**src/rtl/uart_rx_pkt_parser.sv**
```systemverilog
// uart_rx_pkt_parser: frames SYNC/LEN/payload/CHK packets from a UART byte strobe and forwards checksum-good payloads.
// Define UART_PKT_TIMEOUT_EN to abandon a packet after TIMEOUT_CLKS cycles without a byte.
module uart_rx_pkt_parser #(
    parameter logic [7:0] SYNC_BYTE    = 8'hA5,
    parameter int         MAX_LEN      = 16,
    parameter int         TIMEOUT_CLKS = 2170
) (
    input  logic       i_Clock,
    input  logic       i_Rst_L,
    input  logic       i_RX_DV,
    input  logic [7:0] i_RX_Byte,
    output logic       o_Pyld_Valid,
    input  logic       i_Pyld_Ready,
    output logic [7:0] o_Pyld_Byte,
    output logic       o_Pyld_Last,
    output logic [7:0] o_Pkt_Len,
    output logic       o_Err_Chk,
    output logic       o_Err_Len,
    output logic       o_Overrun,
    output logic       o_Err_Timeout
);
    localparam int         AW        = (MAX_LEN > 1) ? $clog2(MAX_LEN) : 1;
    localparam logic [7:0] MAX_LEN_B = 8'(MAX_LEN);

    typedef enum logic [2:0] {IDLE, LEN, PAYLOAD, CHK, DRAIN} state_t;

    state_t     state_q, state_d;
    logic [7:0] len_q, len_d, sum_q, sum_d, idx_q, idx_d, rd_idx_q, rd_idx_d;
    logic       err_chk_q, err_chk_d, err_len_q, err_len_d, overrun_q, overrun_d;
    logic       wr_en, last, timeout;
    logic [7:0] mem_q [2**AW];

`ifdef UART_PKT_TIMEOUT_EN
    localparam logic [31:0] TO_LAST = 32'(TIMEOUT_CLKS - 1);
    logic [31:0] timer_q, timer_d;
    logic        err_timeout_q;

    // Counts only while a packet is being received; any byte restarts it.
    always_comb timer_d = (i_RX_DV || state_q == IDLE || state_q == DRAIN) ? 32'd0 : timer_q + 32'd1;
    assign timeout = !i_RX_DV && (state_q == LEN || state_q == PAYLOAD || state_q == CHK) && timer_q == TO_LAST;

    always_ff @(posedge i_Clock or negedge i_Rst_L)
        if (!i_Rst_L) begin
            timer_q       <= '0;
            err_timeout_q <= 1'b0;
        end else begin
            timer_q       <= timer_d;
            err_timeout_q <= timeout;
        end

    assign o_Err_Timeout = err_timeout_q;
`else
    assign timeout       = 1'b0;
    assign o_Err_Timeout = 1'b0;
`endif

    assign last         = rd_idx_q == len_q - 8'd1;
    assign o_Pyld_Valid = state_q == DRAIN;
    assign o_Pyld_Last  = o_Pyld_Valid && last;
    assign o_Pyld_Byte  = o_Pyld_Valid ? mem_q[rd_idx_q[AW-1:0]] : 8'd0;
    assign o_Pkt_Len    = o_Pyld_Valid ? len_q : 8'd0;
    assign o_Err_Chk    = err_chk_q;
    assign o_Err_Len    = err_len_q;
    assign o_Overrun    = overrun_q;

    always_comb begin
        state_d   = state_q;
        len_d     = len_q;
        sum_d     = sum_q;
        idx_d     = idx_q;
        rd_idx_d  = rd_idx_q;
        err_chk_d = 1'b0;
        err_len_d = 1'b0;
        overrun_d = 1'b0;
        wr_en     = 1'b0;
        if (timeout) begin
            state_d = IDLE;
        end else if (state_q == DRAIN) begin
            overrun_d = i_RX_DV;
            if (i_Pyld_Ready) begin
                rd_idx_d = last ? 8'd0 : rd_idx_q + 8'd1;
                state_d  = last ? IDLE : DRAIN;
            end
        end else if (i_RX_DV) begin
            case (state_q)
                IDLE: state_d = (i_RX_Byte == SYNC_BYTE) ? LEN : IDLE;
                LEN: begin
                    len_d     = i_RX_Byte;
                    sum_d     = i_RX_Byte;
                    idx_d     = 8'd0;
                    err_len_d = i_RX_Byte == 8'd0 || i_RX_Byte > MAX_LEN_B;
                    state_d   = err_len_d ? IDLE : PAYLOAD;
                end
                PAYLOAD: begin
                    wr_en   = 1'b1;
                    sum_d   = sum_q + i_RX_Byte;
                    idx_d   = idx_q + 8'd1;
                    state_d = (idx_q == len_q - 8'd1) ? CHK : PAYLOAD;
                end
                CHK: begin
                    err_chk_d = i_RX_Byte != sum_q;
                    rd_idx_d  = 8'd0;
                    state_d   = err_chk_d ? IDLE : DRAIN;
                end
                default: state_d = IDLE;
            endcase
        end
    end

    always_ff @(posedge i_Clock or negedge i_Rst_L)
        if (!i_Rst_L) begin
            state_q   <= IDLE;
            len_q     <= '0;
            sum_q     <= '0;
            idx_q     <= '0;
            rd_idx_q  <= '0;
            err_chk_q <= 1'b0;
            err_len_q <= 1'b0;
            overrun_q <= 1'b0;
        end else begin
            state_q   <= state_d;
            len_q     <= len_d;
            sum_q     <= sum_d;
            idx_q     <= idx_d;
            rd_idx_q  <= rd_idx_d;
            err_chk_q <= err_chk_d;
            err_len_q <= err_len_d;
            overrun_q <= overrun_d;
        end

    always_ff @(posedge i_Clock)
        if (wr_en) mem_q[idx_q[AW-1:0]] <= i_RX_Byte;
endmodule
```
**config.mk**
```make
export PLATFORM = sky130hd
export DESIGN_NAME = uart_rx_pkt_parser
export DESIGN_NICKNAME = d
export VERILOG_FILES = /design/src/rtl/uart_rx_pkt_parser.sv
export SDC_FILE = /design/constraint.sdc
export NUM_CORES = 1
export LEC_CHECK = 0
export BUFFER_PORTS_ARGS = -buffer_cell sky130_fd_sc_hd__buf_2
export CAP_MARGIN = 20
export CORE_ASPECT_RATIO = 1.25
export CORE_UTILIZATION = 25
export DETAILED_ROUTE_END_ITERATION = 10
export GPL_TIMING_DRIVEN = 0
export PLACE_DENSITY_LB_ADDON = 0.1
export REMOVE_ABC_BUFFERS = 1
export SLEW_MARGIN = 20
export SYNTH_ARGS = -nofsm -noshare
export SYNTH_HDL_FRONTEND = slang
export SYNTH_SLANG_ARGS = --single-unit
```
**constraint.sdc**
```tcl
create_clock -name i_Clock -period 6.4 [get_ports i_Clock]
set_input_delay 0.96 -clock i_Clock [delete_from_list [all_inputs] [get_ports i_Clock]]
set_output_delay 0.96 -clock i_Clock [all_outputs]
set_load 0.02 [all_outputs]
```
==> impl_metrics.py <==
metrics = {
    "status": {
        "status": "finished clean",
    },
    "setup_path": {
        "ff2ff_path_depth": 4,
        "r2r-end": "mem_q[15][7]$_DFFE_PP_",
        "reg2reg_slack_ps": 3280,
        "critPathLaunchType": "flip-flop",
        "worst-setup-path-type": "flip-flop to output port",
        "crit_buf_inv": 2,
        "rr_startpoint": "state_q[2]$_DFFE_PN0P_",
        "cp_max_fo": 5,
        "slowest_delay_ps": 510,
        "cp.required_ps": 5440,
        "crit_arrival_ps": 2940,
        "path_delay_family": "simple AND/OR/NAND/NOR gates",
        "crit_chain": "inv_1, ha_1, nor3b_1, nand2_1, xnor2_1, a2111oi_4, and3_2, buf_2",
        "cp_slowest_cell": "nor3b_1",
        "end_kind": "output port",
    },
    "timing": {
        "finalSetupViolations": 0,
        "fmax_ghz": 0.256,
        "grt_setup_unrepaired": "no",
        "tightest_slew_ps": 976,
        "final_max_slew_viol_count": 0,
        "fin_tns_setup_ps": 0,
        "report.final.hold_viol_count": 0,
        "hold_slack_ps": 488,
        "final.min_clock_period_ps": 3900,
        "skew_ps": 12.8,
        "worst_slack_ps": 2500,
        "timing.slew.headroom_pct": 34.7,
        "post-route-period-util_pct": 61.0,
    },
    "drt": {
        "wl_per_cell_um": 20.6,
        "first_pass_iters": 4,
        "vias": 4247,
        "final_antenna_net_count": 0,
        "viasPerCell": 4.53,
        "drt_wl_total_mm": 19.3,
        "drc": 0,
        "drt_iter0_markers": 228,
    },
    "hold_path": {
        "holdPathStages": 2,
        "hold_path_startpoint": "sum_q[5]$_DFFE_PN0P_",
        "min_path_type": "flip-flop to flip-flop",
        "hold_end": "sum_q[5]$_DFFE_PN0P_",
    },
    "die": {
        "rows": 70,
        "die_w_um": 157,
        "core-area_mm2": 0.0294,
        "die_h_um": 196,
        "die-area_mm2": 0.0308,
        "start_util_pct": 25.5,
        "ios": 34,
    },
    "synth": {
        "synth_seq_cells": 166,
        "syn_inst": 493,
        "syn_area_per_cell_um2": 15.2,
        "ys_seq_area_share_pct": 63.8,
        "ys.flop_type": "edfxtp_1",
        "yosysWarnings": 0,
        "synth_cell_types": 55,
        "synth_edf_count": 128,
        "async_flop_share_pct": 22.9,
        "syn_area_mm2": 0.00751,
    },
    "placement": {
        "globalplace.congestion": 0.722,
        "post-place-ws_ps": 2900,
        "port-buffer-count": 32,
        "dp.final_hpwl_mm": 12.5,
    },
    "power_and_ir_drop": {
        "pwr_density_cell_mw_per_mm2": 393,
        "p_leak_nw": 3.10,
        "peakVddDrop_mv": 0.148,
        "p_total_mw": 3.46,
    },
    "clock_tree": {
        "cts_buffers": 17,
        "ctsResizeCount": 0,
        "clock_tree.buffer_depth": 2,
        "clk_pin_slew_ps": 70,
        "clock-sinks": 166,
        "cts_setup_buffers": 0,
        "clock_latency_ps": 430,
        "cts_hold_buf": 0,
        "cts_max_level": 4,
        "cts_tree": "yes",
        "cts-root-buf": "clkbuf_16",
    },
    "global_route": {
        "gr-total-overflow": 0,
        "grt_pass1_vias": 4509,
        "grt_pass1_wl_mm": 29.4,
        "grt_max_degree": 39,
        "grt_antenna_before_repair": 0,
        "grt_use_total_pct": 13.5,
    },
    "final_layout": {
        "area_growth_pct": 17.2,
        "drive_above_1_share_pct": 26.6,
        "diodes": 0,
        "fin_util_pct": 29.9,
        "finish.net_count": 555,
    },
    "flow_run": {
        "maxCapViolCount": 0,
    },
}
==> cell usage after synthesis, types with 2 or more instances <==
library cell    n  area share, %
edfxtp_1      128             51
nor2_1         42            2.1
mux4_2         40             12
dfrtp_1        38             13
nand2_1        28            1.4
inv_1          15           0.75
xor2_1         15            1.7
clkbuf_1       14           0.70
o21ai_0        14           0.93
xnor2_1        14            1.6
ha_1           13            2.2
a21oi_1        11           0.73
nor3_1         11           0.73
and2_1         10           0.83
and3_1          9           0.75
nand4_1         8           0.67
mux2_2          7            1.0
nor2b_1         6           0.50
a21o_2          5           0.58
a22o_1          5           0.58
nand3_1         5           0.33
buf_2           4           0.27
nor4_1          4           0.33
and3_2          3           0.30
buf_1           3           0.15
nand2b_1        3           0.25
nor3b_1         3           0.30
or2_2           3           0.25
a21boi_0        2           0.20
a31oi_1         2           0.17
o211ai_1        2           0.20
o21a_1          2           0.20
or3_1           2           0.17
==> state kept, by name, summed over array words and instances, names as in the netlist <==
register	count
o_Overrun	1
idx_q	8
rd_idx_q	8
o_Err_Len	1
len_q	8
mem_q	128
o_Err_Chk	1
sum_q	8
state_q	3
==> per-stage QoR <==
| step | std cells | cell area (um2) |
|---|---|---|
| floorplan | 471 | 7420 |
| global placement | 899 | 8080 |
| detailed placement | 906 | 8200 |
| CTS | 938 | 8800 |
| global route | 938 | 8800 |
| finish | 938 | 8800 |
==> layout by cell type (no fill, tap or decap), types with 4 or more instances in the layout <==
cell type  count
edfxtp_1     128
nor2_1        42
mux4_2        40
dfrtp_1       36
buf_2         32
nand2_1       28
clkbuf_16     17
inv_1         15
xor2_1        15
xnor2_1       14
o21ai_0       14
ha_1          13
a21oi_1       11
and2_1        10
and3_1         9
nand4_1        8
mux2_2         7
nor3_1         6
nor2b_1        6
nor3_2         5
nand3_1        5
a21o_2         5
a22o_1         5
inv_6          5
inv_8          5
nor4_1         4
buf_4          4
==> kinds of logic after synthesis <==
| group | after synthesis | synth area share (%) |
|---|---|---|
| flops | 166 | 63.8 |
| simple gates | 142 | 9.61 |
| compound gates | 55 | 5.38 |
| mux | 48 | 13.2 |
| buf+inv | 37 | 1.96 |
| xor+xnor | 30 | 3.60 |
| fa+ha+maj | 14 | 2.43 |
| other cells | 1 | 0.0499 |
==> report_power, final <==
part / total, mW / switching, mW / internal (mW)
sequential: 1.43 / 0.146 / 1.29
clock: 1.07 / 0.474 / 0.595
combinational: 0.955 / 0.537 / 0.418
total: 3.46 / 1.16 / 2.30
==> tightest hold or removal path, delay by kind of cell, from the launching register on <==
kind / cells / cell delay, ps
compound gates: 1 / 60
flops: 1 / 350
simple gates: 1 / 40
==> routing by layer <==
metal  wire, um  up-vias  global-route usage [%]
met2       9860       62                    23.1
met3        434        9                    2.56
met1       8810     2217                    17.3
met4        194        0                    3.49
met5          0        -                       0
li1           -     1959                       -
==> worst max-delay path by stage <==
| stage | startpoint | endpoint | slack [ps] | cells past startpoint |
|---|---|---|---|---|
| after CTS | len_q[0]$_DFFE_PN0P_ | o_Pyld_Last | 2420 | 8 |
| after global routing | len_q[0]$_DFFE_PN0P_ | o_Pyld_Last | 2300 | 8 |
| after global placement | rd_idx_q[0]$_DFFE_PN0P_ | o_Pyld_Byte[5] | 1650 | 4 |
| final | len_q[0]$_DFFE_PN0P_ | o_Pyld_Last | 2500 | 8 |
| after floorplan | rd_idx_q[0]$_DFFE_PN0P_ | o_Pyld_Byte[0] | 2660 | 3 |
| after detailed placement | len_q[0]$_DFFE_PN0P_ | o_Pyld_Last | 2900 | 8 |
==> cell type report <==
cell class / instances / area [um2]
inverters: 15 / 56.3
fillers: 2986 / 20600
repair buffers: 39 / 249
multi-input cells: 290 / 2600
flip-flops and latches: 166 / 4800
clock buffers: 17 / 425
well taps: 396 / 495
clock inverters: 15 / 181
No activity file was read; power rests on OpenSTA's default activity.
